**config.mk**
```make
export PLATFORM = sky130hd
export DESIGN_NAME = add_sub_sched
export DESIGN_NICKNAME = d
export VERILOG_FILES = /design/src/rtl/add_sub_sched.sv
export SDC_FILE = /design/constraint.sdc
export NUM_CORES = 1
export LEC_CHECK = 0
export BUFFER_PORTS_ARGS = -buffer_cell sky130_fd_sc_hd__clkbuf_2
export CORE_MARGIN = 2
export CORE_UTILIZATION = 40
export CTS_BUF_LIST = sky130_fd_sc_hd__clkbuf_2
export DETAILED_ROUTE_END_ITERATION = 10
export MAX_ROUTING_LAYER = met4
export PLACE_DENSITY = 0.75
export SLEW_MARGIN = 20
export SYNTH_ARGS = -nofsm -noshare
export SYNTH_HDL_FRONTEND = slang
export SYNTH_SLANG_ARGS = --single-unit
```
**constraint.sdc**
```tcl
create_clock -name clk -period 5 [get_ports clk]
set_input_delay 0.75 -clock clk [delete_from_list [all_inputs] [get_ports clk]]
set_output_delay 0.75 -clock clk [all_outputs]
set_load 0.03 [all_outputs]
```
**src/rtl/add_sub_sched.sv**
```systemverilog
// Round-robin arbiter in front of one 4-bit add/sub slice, sequenced LS nibble first.
// Result after NIBBLES cycles; response held until rsp_ready, requests stalled meanwhile.
module add_sub_sched #(
    parameter int NIBBLES = 4
) (
    input  logic                   clk,
    input  logic                   rst,
    input  logic                   req0_valid,
    output logic                   req0_ready,
    input  logic                   req0_m,
    input  logic [4*NIBBLES-1:0]   req0_a,
    input  logic [4*NIBBLES-1:0]   req0_b,
    input  logic                   req1_valid,
    output logic                   req1_ready,
    input  logic                   req1_m,
    input  logic [4*NIBBLES-1:0]   req1_a,
    input  logic [4*NIBBLES-1:0]   req1_b,
    output logic                   rsp_valid,
    input  logic                   rsp_ready,
    output logic                   rsp_id,
    output logic [4*NIBBLES-1:0]   rsp_s,
    output logic                   rsp_cout,
    output logic                   rsp_ovf,
    output logic                   busy
);
    localparam int W = 4 * NIBBLES;
    localparam logic [1:0] IDLE = 2'd0;
    localparam logic [1:0] CALC = 2'd1;
    localparam logic [1:0] DONE = 2'd2;

    logic [1:0]   state_q, state_d;
    logic         last_grant_q, last_grant_d;
    logic [2:0]   k_q, k_d;
    logic         carry_q, carry_d;
    logic [W-1:0] a_q, a_d;
    logic [W-1:0] bx_q, bx_d;
    logic [W-1:0] s_q, s_d;
    logic         id_q, id_d;
    logic         cout_q, cout_d;
    logic         ovf_q, ovf_d;

    logic         grant1;
    logic         acc_m;
    logic [3:0]   nib_a, nib_b;
    logic [4:0]   sum;

    // Requester 1 wins only when alone or when requester 0 had the last turn.
    assign grant1     = req1_valid && (!req0_valid || !last_grant_q);
    assign req0_ready = (state_q == IDLE) && req0_valid && !grant1;
    assign req1_ready = (state_q == IDLE) && grant1;

    assign rsp_valid = (state_q == DONE);
    assign busy      = (state_q != IDLE);
    assign rsp_id    = id_q;
    assign rsp_s     = s_q;
    assign rsp_cout  = cout_q;
    assign rsp_ovf   = ovf_q;

    always_comb begin
        nib_a = '0;
        nib_b = '0;
        for (int i = 0; i < NIBBLES; i++) begin
            if (k_q == 3'(i)) begin
                nib_a = a_q[4*i +: 4];
                nib_b = bx_q[4*i +: 4];
            end
        end
        sum = {1'b0, nib_a} + {1'b0, nib_b} + {4'b0, carry_q};
    end

    always_comb begin
        state_d      = state_q;
        last_grant_d = last_grant_q;
        k_d          = k_q;
        carry_d      = carry_q;
        a_d          = a_q;
        bx_d         = bx_q;
        s_d          = s_q;
        id_d         = id_q;
        cout_d       = cout_q;
        ovf_d        = ovf_q;
        acc_m        = 1'b0;
        case (state_q)
            IDLE: begin
                if (req0_ready || req1_ready) begin
                    acc_m        = req1_ready ? req1_m : req0_m;
                    a_d          = req1_ready ? req1_a : req0_a;
                    bx_d         = (req1_ready ? req1_b : req0_b) ^ {W{acc_m}};
                    carry_d      = acc_m;
                    id_d         = req1_ready;
                    last_grant_d = req1_ready;
                    k_d          = '0;
                    state_d      = CALC;
                end
            end
            CALC: begin
                for (int i = 0; i < NIBBLES; i++) begin
                    if (k_q == 3'(i)) s_d[4*i +: 4] = sum[3:0];
                end
                carry_d = sum[4];
                k_d     = k_q + 3'd1;
                if (k_q == 3'(NIBBLES - 1)) begin
                    cout_d  = sum[4];
                    ovf_d   = (a_q[W-1] == bx_q[W-1]) && (sum[3] != a_q[W-1]);
                    state_d = DONE;
                end
            end
            DONE: begin
                if (rsp_ready) state_d = IDLE;
            end
            default: state_d = IDLE;
        endcase
    end

    always_ff @(posedge clk or posedge rst) begin
        if (rst) begin
            state_q      <= IDLE;
            last_grant_q <= 1'b1;
            k_q          <= '0;
            carry_q      <= 1'b0;
            a_q          <= '0;
            bx_q         <= '0;
            s_q          <= '0;
            id_q         <= 1'b0;
            cout_q       <= 1'b0;
            ovf_q        <= 1'b0;
        end else begin
            state_q      <= state_d;
            last_grant_q <= last_grant_d;
            k_q          <= k_d;
            carry_q      <= carry_d;
            a_q          <= a_d;
            bx_q         <= bx_d;
            s_q          <= s_d;
            id_q         <= id_d;
            cout_q       <= cout_d;
            ovf_q        <= ovf_d;
        end
    end
endmodule

```
==> results of run 1 <==
cells in the mapped netlist (9+ instances only):
library cell,n
o21ai_0,29
mux2i_1,19
dfrtp_1,57
xor2_1,33
nand2_1,51
nor2_1,29
inv_1,9
o21ai_1,13
nor3_1,10
area by class of cell:
cell class              count  area, sq um
fillers                   823         4200
repair buffers             94          473
inverters                  10         37.5
clock buffers              12         60.1
clock inverters             4         42.5
well taps                 105          131
multi-input cells         258         1690
flip-flops and latches     58         1450
registers in the layout, indices dropped and copies added (netlist names):
signal        flops
rsp_s            16
a_q              16
bx_q             16
rsp_cout          1
rsp_ovf           1
last_grant_q      1
rsp_id            1
carry_q           1
state_q           2
k_q               3
tightest hold or removal path, stage by stage:
cell	delay, ps
clkbuf_2	90
inv_2	30
buf_4	560
where the power goes:
group	switching (mW)	internal [mW]	leakage, nW
clock	0.162	0.118	0.0710
sequential	0.167	0.696	0.701
combinational	0.812	0.515	1.25
metal layers:
metal	vias up	track usage [%]	wire [um]
li1	1351	-	-
met1	1232	23.3	3540
met2	79	29.1	3620
met3	19	3.75	374
met4	0	8.94	207
met5	-	-	0
cell families after synthesis:
family	synth area share, %
XOR/XNOR	9.03
AO/OA/AOI/OAI	13.4
multiplexers	8.50
AND/OR/NAND/NOR	16.2
adder cells (fa/ha/maj)	4.25
buffers and inverters	4.55
flip-flops	44.1
path summary, 6_finish.rpt:
path,from,end
max in group asynchronous,rst,k_q[1]$_DFFE_PP0P_
min in group clk,rsp_ready,state_q[1]$_DFFE_PP0P_
hold / removal,rst,a_q[9]$_DFFE_PP0P_
setup / recovery,k_q[1]$_DFFE_PP0P_,carry_q$_DFFE_PP0P_
setup reg to reg,k_q[1]$_DFFE_PP0P_,carry_q$_DFFE_PP0P_
hold reg to reg,last_grant_q$_DFFE_PP1P_,last_grant_q$_DFFE_PP1P_
==> results by stage, run 1 <==
Timing:
- The count of endpoints failing setup in the final report is 0.
- Across all setup checks in the final design, the least slack found is 1830 ps.
- Measured against its own limit, the worst slew margin works out to 45.8%.
- Clock skew on the completed layout was measured at 25.5 ps.
- The post-route clock period utilization is 63.4%.
- The transition time of the tightest slew-check pin is 812 ps.
- The final number of max-transition violations is 0.
- The worst-case hold slack is 426 ps.
- Setup repair after global routing left no endpoint under its margin.
- The shortest period the worst path allows is 3170 ps.
- The number of hold-slack violations in the final timing report is 0.
- In the final timing run, aggregate negative setup slack is 0 ps.
- For this run, the top clock speed supported by timing is 315 MHz.

Clock tree:
- TritonCTS built the clock tree.
- The hold-fix buffer count after cts is 0.
- The H-tree depth is 3.
- The post-CTS setup-driven buffer insertion count is 0.
- The source-to-sink clock delay at the later pin of the worst-skew pair is 490 ps.
- Clock tree synthesis inserted a total of 9 buffers.
- The clock sink count is 58.
- The number of gates given a new drive strength after cts is 0.
- After clock tree synthesis, the clock-pin slew on the worst setup and hold paths is 160 ps.
- Counting along the longest clock path gives a buffer depth of 2.
- The root buffer cell is clkbuf_2.

Die:
- During I/O placement, the number of pins put on the boundary was 94.
- The standard-cell row count is 33.
- For this configuration, the core starts out at a cell density of 40.7%.
- After floorplanning, the core was sized to cover 8090 sq um.
- The die covers 8980 sq um.
- The die width is 94.8 um.
- The die is 94.8 um tall.

Setup path:
- In this run the worst path has a maximum fanout of 16.
- The cell count along the critical path is 13.
- For this design, the slowest cell found on the critical path is ha_1.
- The largest incremental delay on the critical path is 460 ps.
- The endpoint kind of the worst setup timing path is a flip-flop.
- The worst setup path is launched from a flip-flop.
- The buffers plus inverters on the worst setup path is 2.
- The number of cells on the worst reg-to-reg path is 13.
- For the worst setup path, the data required time is 5380 ps.
- The category of the critical setup timing path is reg2reg.
- The worst setup slack for register-to-register paths is 1830 ps.
- The arrival time reported for the critical path endpoint is 3550 ps.
- The signal on the critical path passes through inv_1 -> ha_1 -> and3b_1 -> a21oi_1 -> o21ai_0 -> a22oi_1 -> fa_1 -> inv_1 -> fa_1 -> a21o_1 -> a21oi_1 -> nor2_1 -> a311o_1.
- In this design, the largest share of critical-path delay is due to adder cells.

Layout:
- Leaving out fill and tap cells, the most frequent cells in the layout are clkbuf_2 (105), dfrtp_1 (57), nand2_1 (51), xor2_1 (33).
- The post-layout net count is 512.
- Cells fill 48.1% of the core in the end.
- The final instance area is 3890 sq um.
- Once layout is complete, the cells apart from fillers number 541.
- The layout cell share with drive strength beyond 1 is 28.7%.
- The library cell used most frequently in the layout, excluding fill and tap cells, is clkbuf_2.
- The growth of design area from synthesis to finish is 18.0%.
- The number of antenna diodes in the final layout is 0.

Placed design:
- The post-placement setup slack is 1880 ps.
- Once placement finished, the instance area stood at 3790 sq um.
- The count of input and output buffers is 93.
- After legalization and detailed placement, the total HPWL measured 5.92 mm.
- The number of placed instances, taps included, is 525.
- The congestion estimate from routability-driven global placement came to 0.916.

Synth:
- The mapped cell area is 3300 sq um.
- The register bit count reported by yosys is 58.
- dfrtp_1 takes more of the synthesized area than any other cell.
- Synthesis produced a netlist whose cell count is 343.
- The number of enable flip-flop cells after synthesis is 0.
- The sequential cell area fraction in the yosys report is 44.1%.
- The synthesized netlist net count is 424.
- Of all flip-flops after synthesis, the portion carrying an async set or reset was 100%.
- The Yosys step of the flow raised 0 warnings.
- Counting distinct cell types in the post-synthesis netlist gives 45.
- After synthesis, the cell types taking the most area are dfrtp_1 (43%), xor2_1 (8.8%), nand2_1 (5.8%), mux2i_1 (5.8%), o21ai_0 (4.4%).
- The area share of the largest cell type after synthesis is 43.3%.
- The prevailing post-synth register cell is dfrtp_1.
- Averaged over all synthesized cells, the footprint is 9.61 sq um.

GRT:
- The remaining global-route overflow is 0.
- For this run, the total global-route usage over all layers was measured as 18.7%.
- The first global-routing pass estimated 12.4 mm of wire.
- The number of global-route vias before repair is 2633.
- The number of antenna violations at the first check in global routing was 0.
- The pin count of the biggest net entering global routing is 59.

Min path:
- The tightest min-delay check is of the in2async type.

Drt:
- The first routing iteration left 171 violations.
- In the routed layout, each cell is associated on average with a via count of 4.96.
- The average detailed-routed wire length per instance is 14.3 um.
- The first-pass iteration count of the detailed router is 6.
- The post-route DRC violation count is 0.
- Summed over all layers, the routed wires come to 7.75 mm.
- In this run the remaining antenna-violating nets after routing total 0.
- The routed via count is 2681.

Pwr:
- VDD sags by at most 189 uV.
- In this run the static leakage power is 2.02 nW.
- The sum of internal, switching and leakage power is 2.47 mW.
- Power spread over the standard cell area amounts to 635 nW/um^2.

Flow run:
- The tool flagged a number of max-cap violations equal to 0.

Outcome:
- The run finished with clean final reports.
(Power assumes the default switching activity.)
==> run 2: changes to the inputs <==
--- a/config.mk
+++ b/config.mk
@@ -5,13 +5,14 @@
 export SDC_FILE = /design/constraint.sdc
 export NUM_CORES = 1
 export LEC_CHECK = 0
+export ABC_AREA = 1
 export BUFFER_PORTS_ARGS = -buffer_cell sky130_fd_sc_hd__clkbuf_2
 export CORE_MARGIN = 2
 export CORE_UTILIZATION = 40
 export CTS_BUF_LIST = sky130_fd_sc_hd__clkbuf_2
 export DETAILED_ROUTE_END_ITERATION = 10
 export MAX_ROUTING_LAYER = met4
-export PLACE_DENSITY = 0.75
+export PLACE_DENSITY = 0.74
 export SLEW_MARGIN = 20
 export SYNTH_ARGS = -nofsm -noshare
 export SYNTH_HDL_FRONTEND = slang
==> constraint.sdc (replaced) <==
create_clock -name clk -period 3.1 [get_ports clk]
set_input_delay 0.465 -clock clk [delete_from_list [all_inputs] [get_ports clk]]
set_output_delay 0.465 -clock clk [all_outputs]
set_load 0.03 [all_outputs]
==> run 2 against run 1 <==
  * First-iteration DRC count grew 25%
  * Via count grew 31%
  * Critical path depth grew 1
  * Sequential power grew 59%
  * Area after synthesis grew 8.2%
  * Highest routed layer unchanged
  * Worst hold slack lost 260 ps
  * Clock power grew 120%
  * Clock skew grew 7.5 ps
==> results by stage, run 2 <==
Outcome:
- The run finished with clean final reports.

Drt:
- The first-pass iteration count of the detailed router is 4 (-2).
- The routed wire length was 9.11 mm (+18%).
- The remaining antenna violation count is 0 (unchanged).
- The iteration-0 DRC count of the detailed router is 213 (+25%).
- The average detailed-routed wire length per instance is 12.6 um (-12%).
- The post-route DRC violation count is 0 (unchanged).
- The met2 wire length is 3.99 mm (+10%).
- The met3 wirelength from detailed routing came to 493 um (+32%).
- After detailed routing, no signal wire sits above met4.
- The routed via count came to 3516 (+31%).
- The detailed-route vias per instance is 4.85 (-2.1%).
- The met1 wire length is 4.48 mm (+26%).

Die:
- The vertical extent of the die is 98.4 um (+3.9%).
- The overall die area is 9690 sq um (+7.8%).
- The standard-cell row count came to 34 (+3.0%).
- The effective utilization at floorplan came to 41.1% (+0.37 points).
- The area of the placeable core is 8680 sq um (+7.2%).
- The die width is 98.4 um (+3.9%).
- The number of I/O pins is 94 (unchanged).

Synth:
- Ranked by instance count, the synthesized netlist is headed by nand2_1 (221), inv_1 (61), dfrtp_1 (57).
- The prevailing post-synth register cell is dfrtp_1.
- The proportion of register bits with asynchronous set or reset after synthesis is 100% (unchanged).
- The most area-hungry cell type in the Yosys netlist is dfrtp_1.
- The number of enable flip-flop cells after synthesis came to 0 (unchanged).
- The synthesized netlist net count came to 601 (+42%).
- The warning count from the yosys run was 0 (unchanged).
- nand2_1 is the most common cell in the netlist.
- The register bit count reported by yosys is 58 (unchanged).
- The mean cell area of the mapped netlist is 6.86 sq um (-29%).
- The sequential cell area fraction in the yosys report is 40.7% (-3.3 points).
- The gate count after technology mapping came to 520 (+52%).
- The count of distinct cell types in the synthesized netlist is 27 (-40%).
- In the post-synthesis netlist, the biggest area contributors are dfrtp_1 (40%), nand2_1 (23%), inv_1 (6.4%), nand3_1 (5.1%), o21ai_0 (4.1%).
- The mapped cell area came to 3570 sq um (+8.2%).
- The area share of the largest cell type after synthesis is 40.0% (-3.3 points).

Setup path:
- The data required time at the worst endpoint is 3430 ps (-1950 ps).
- The most frequent cell on the critical path is nand2_1.
- The arrival time reported for the critical path endpoint is 3110 ps (-440 ps).
- The endpoint kind of the worst setup timing path is a flip-flop.
- The slowest cell on the critical path is dfrtp_1.
- The category of the critical setup timing path is reg2reg.
- The kind of cell adding the most delay to the critical path is adder cells.
- The critical-path maximum fanout is 5 (-11).
- The launching element type of the critical path is a flip-flop.
- The buffers plus inverters on the worst setup path is 3 (+1).
- The largest incremental delay on the critical path is 430 ps (-30 ps).
- Traced cell by cell, the critical path runs through inv_1 -> ha_1 -> nand2_1 -> nor2_1 -> nand2_1 -> nand2_1 -> nand2_1 -> nand3_1 -> o21ai_0 -> fa_1 -> inv_1 -> fa_1 -> inv_1 -> o21ai_0.

Timing:
- The normalized max-slew margin is 62.4% (+17 points).
- The count of endpoints failing setup in the final report came to 0 (unchanged).
- The final setup TNS came to 0 ps (unchanged).
- The post-route clock period utilization was 89.6% (+26 points).
- Setup repair after global routing left no endpoint under its margin.
- The maximum operating frequency is 360 MHz (+14%).
- The final number of max-transition violations is 0 (unchanged).
- The transition time of the tightest slew-check pin is 564 ps (-248 ps).
- The setup clock skew after layout is 33.0 ps (+7.52 ps).
- The shortest period the worst path allows is 2780 ps (-394 ps).
- The number of hold-slack violations in the final timing report is 0 (unchanged).

Layout:
- The number of filler cells placed in the layout is 898 (+9.1%).
- The most frequent standard cell in the layout excluding fill and tap cells is nand2_1.
- The growth of design area from synthesis to finish is 20.1%.
- The antenna diode count came to 0 (unchanged).
- The final cell utilization of the core is 49.4% (+1.3 points).
- The post-layout net count is 693 (+35%).
- The library cells used most frequently in the layout, excluding fill and tap cells, are nand2_1 (221), clkbuf_2 (103), inv_1 (60), dfrtp_1 (57), nand3_1 (36).
- The count of non-filler cells in the finished layout is 725 (+34%).
- The final instance area was 4280 sq um (+10%).
- The layout cell share with drive strength beyond 1 came to 21.1% (-7.6 points).

Clock tree:
- The source-to-sink clock delay at the later pin of the worst-skew pair is 480 ps (about the same).
- The hold-fix buffer count after cts was 1 (+1).
- The TritonCTS clock tree is yes.
- The tree is rooted in a clkbuf_2.
- The clock transition at the registers of the reported paths is 160 ps (about the same).
- The post-CTS setup-driven buffer insertion count is 0 (unchanged).
- The number of gates given a new drive strength after cts is 0 (unchanged).
- The number of buffers created by CTS is 9 (unchanged).
- The clock sink count was 58 (unchanged).
- The maximum number of buffers from clock root to sink is 2 (unchanged).
- The H-tree depth is 3 (unchanged).

Min path:
- The classification of the worst-slack hold path is in2reg.

GRT:
- The number of antenna violations at the first check in global routing is 0 (unchanged).
- The wire length of the first global-routing pass is 15.6 mm (+26%).
- The pin count of the biggest net entering global routing is 35 (-41%).
- The total global-route track usage came to 20.3% (+1.6 points).
- The remaining global-route overflow came to 0 (unchanged).
- The number of global-route vias before repair is 3331 (+27%).

Placed design:
- The count of placed standard cells including taps came to 708 (+35%).
- The detailed placement HPWL is 6.97 mm (+18%).
- The count of input and output buffers is 93 (unchanged).
- The global placer's final weighted congestion was 0.924 (+0.87%).
- The area of placed instances is 4120 sq um (+8.7%).

Pwr:
- The total power per unit cell area is 1070 nW/um^2 (+68%).
- The standby leakage power is 2.50 nW (+24%).
- The maximum ir drop on the vdd rail is 473 uV (+150%).

Flow run:
- The number of max-capacitance violations reported is 0 (unchanged).
-- run 2: per-layer routing --
layer  GRT usage (%)  up-vias
met1            27.9     1553
met2            30.2      115
li1                -     1831
met3            3.62       17
met4            7.17        0
met5               -        -
-- run 2: cell families after synthesis --
kind of cell             Yosys count  synth area share [%]
flip-flops                        58                  40.7
buffers and inverters             87                  10.1
adder cells (fa/ha/maj)           10                  3.93
AO/OA/AOI/OAI                     61                  9.51
AND/OR/NAND/NOR                  303                  35.5
XOR/XNOR                           1                 0.246
-- run 2: power breakdown --
| part | switching, mW | leakage (nW) | internal (mW) |
|---|---|---|---|
| sequential | 0.241 | 0.700 | 1.13 |
| clock | 0.284 | 0.0912 | 0.348 |
| combinational | 1.74 | 1.71 | 0.825 |
-- run 2: final timing paths --
kind | slack (ps) | cells after the start | from | end
worst max-delay path | 320 | 14 | k_q[0]$_DFFE_PP0P_ | rsp_s[13]$_DFFE_PP0P_
worst min-delay path | 160 | 2 | rsp_ready | state_q[1]$_DFFE_PP0P_
worst max register to register | 320 | 14 | k_q[0]$_DFFE_PP0P_ | rsp_s[13]$_DFFE_PP0P_
worst min register to register | 490 | 2 | last_grant_q$_DFFE_PP1P_ | last_grant_q$_DFFE_PP1P_
max in group asynchronous | 1700 | 4 | rst | bx_q[8]$_DFFE_PP0P_
min in group asynchronous | 550 | 3 | rst | a_q[1]$_DFFE_PP0P_
-- run 2: through the flow --
stage | power, mW | hold WS (ps) | worst slack [ps]
finish | 4.57 | 164 | 323
global route | 5.04 | 116 | 55.5
CTS | 4.58 | 122 | 382
detailed placement | 3.95 | 465 | 426
global placement | 3.85 | 458 | 573
floorplan | 3.25 | 444 | 513
-- run 2: final cells by class --
cell class / instances / area [sq um] / share of cell area [%]
multi-input combinational: 375 / 1760 / 41.0
sequential: 58 / 1450 / 33.9
timing repair buffer: 102 / 536 / 12.5
inverter: 66 / 248 / 5.78
tap: 108 / 135 / 3.16
clock inverter: 6 / 106 / 2.48
clock buffer: 10 / 50.0 / 1.17
-- run 2: worst register-to-register path, delay by kind of cell, from the launching register on --
family,cells,cell delay [ps]
fa+ha+maj,3,980
flops,1,430
buf+inv,3,330
simple gates,6,640
compound gates,2,270
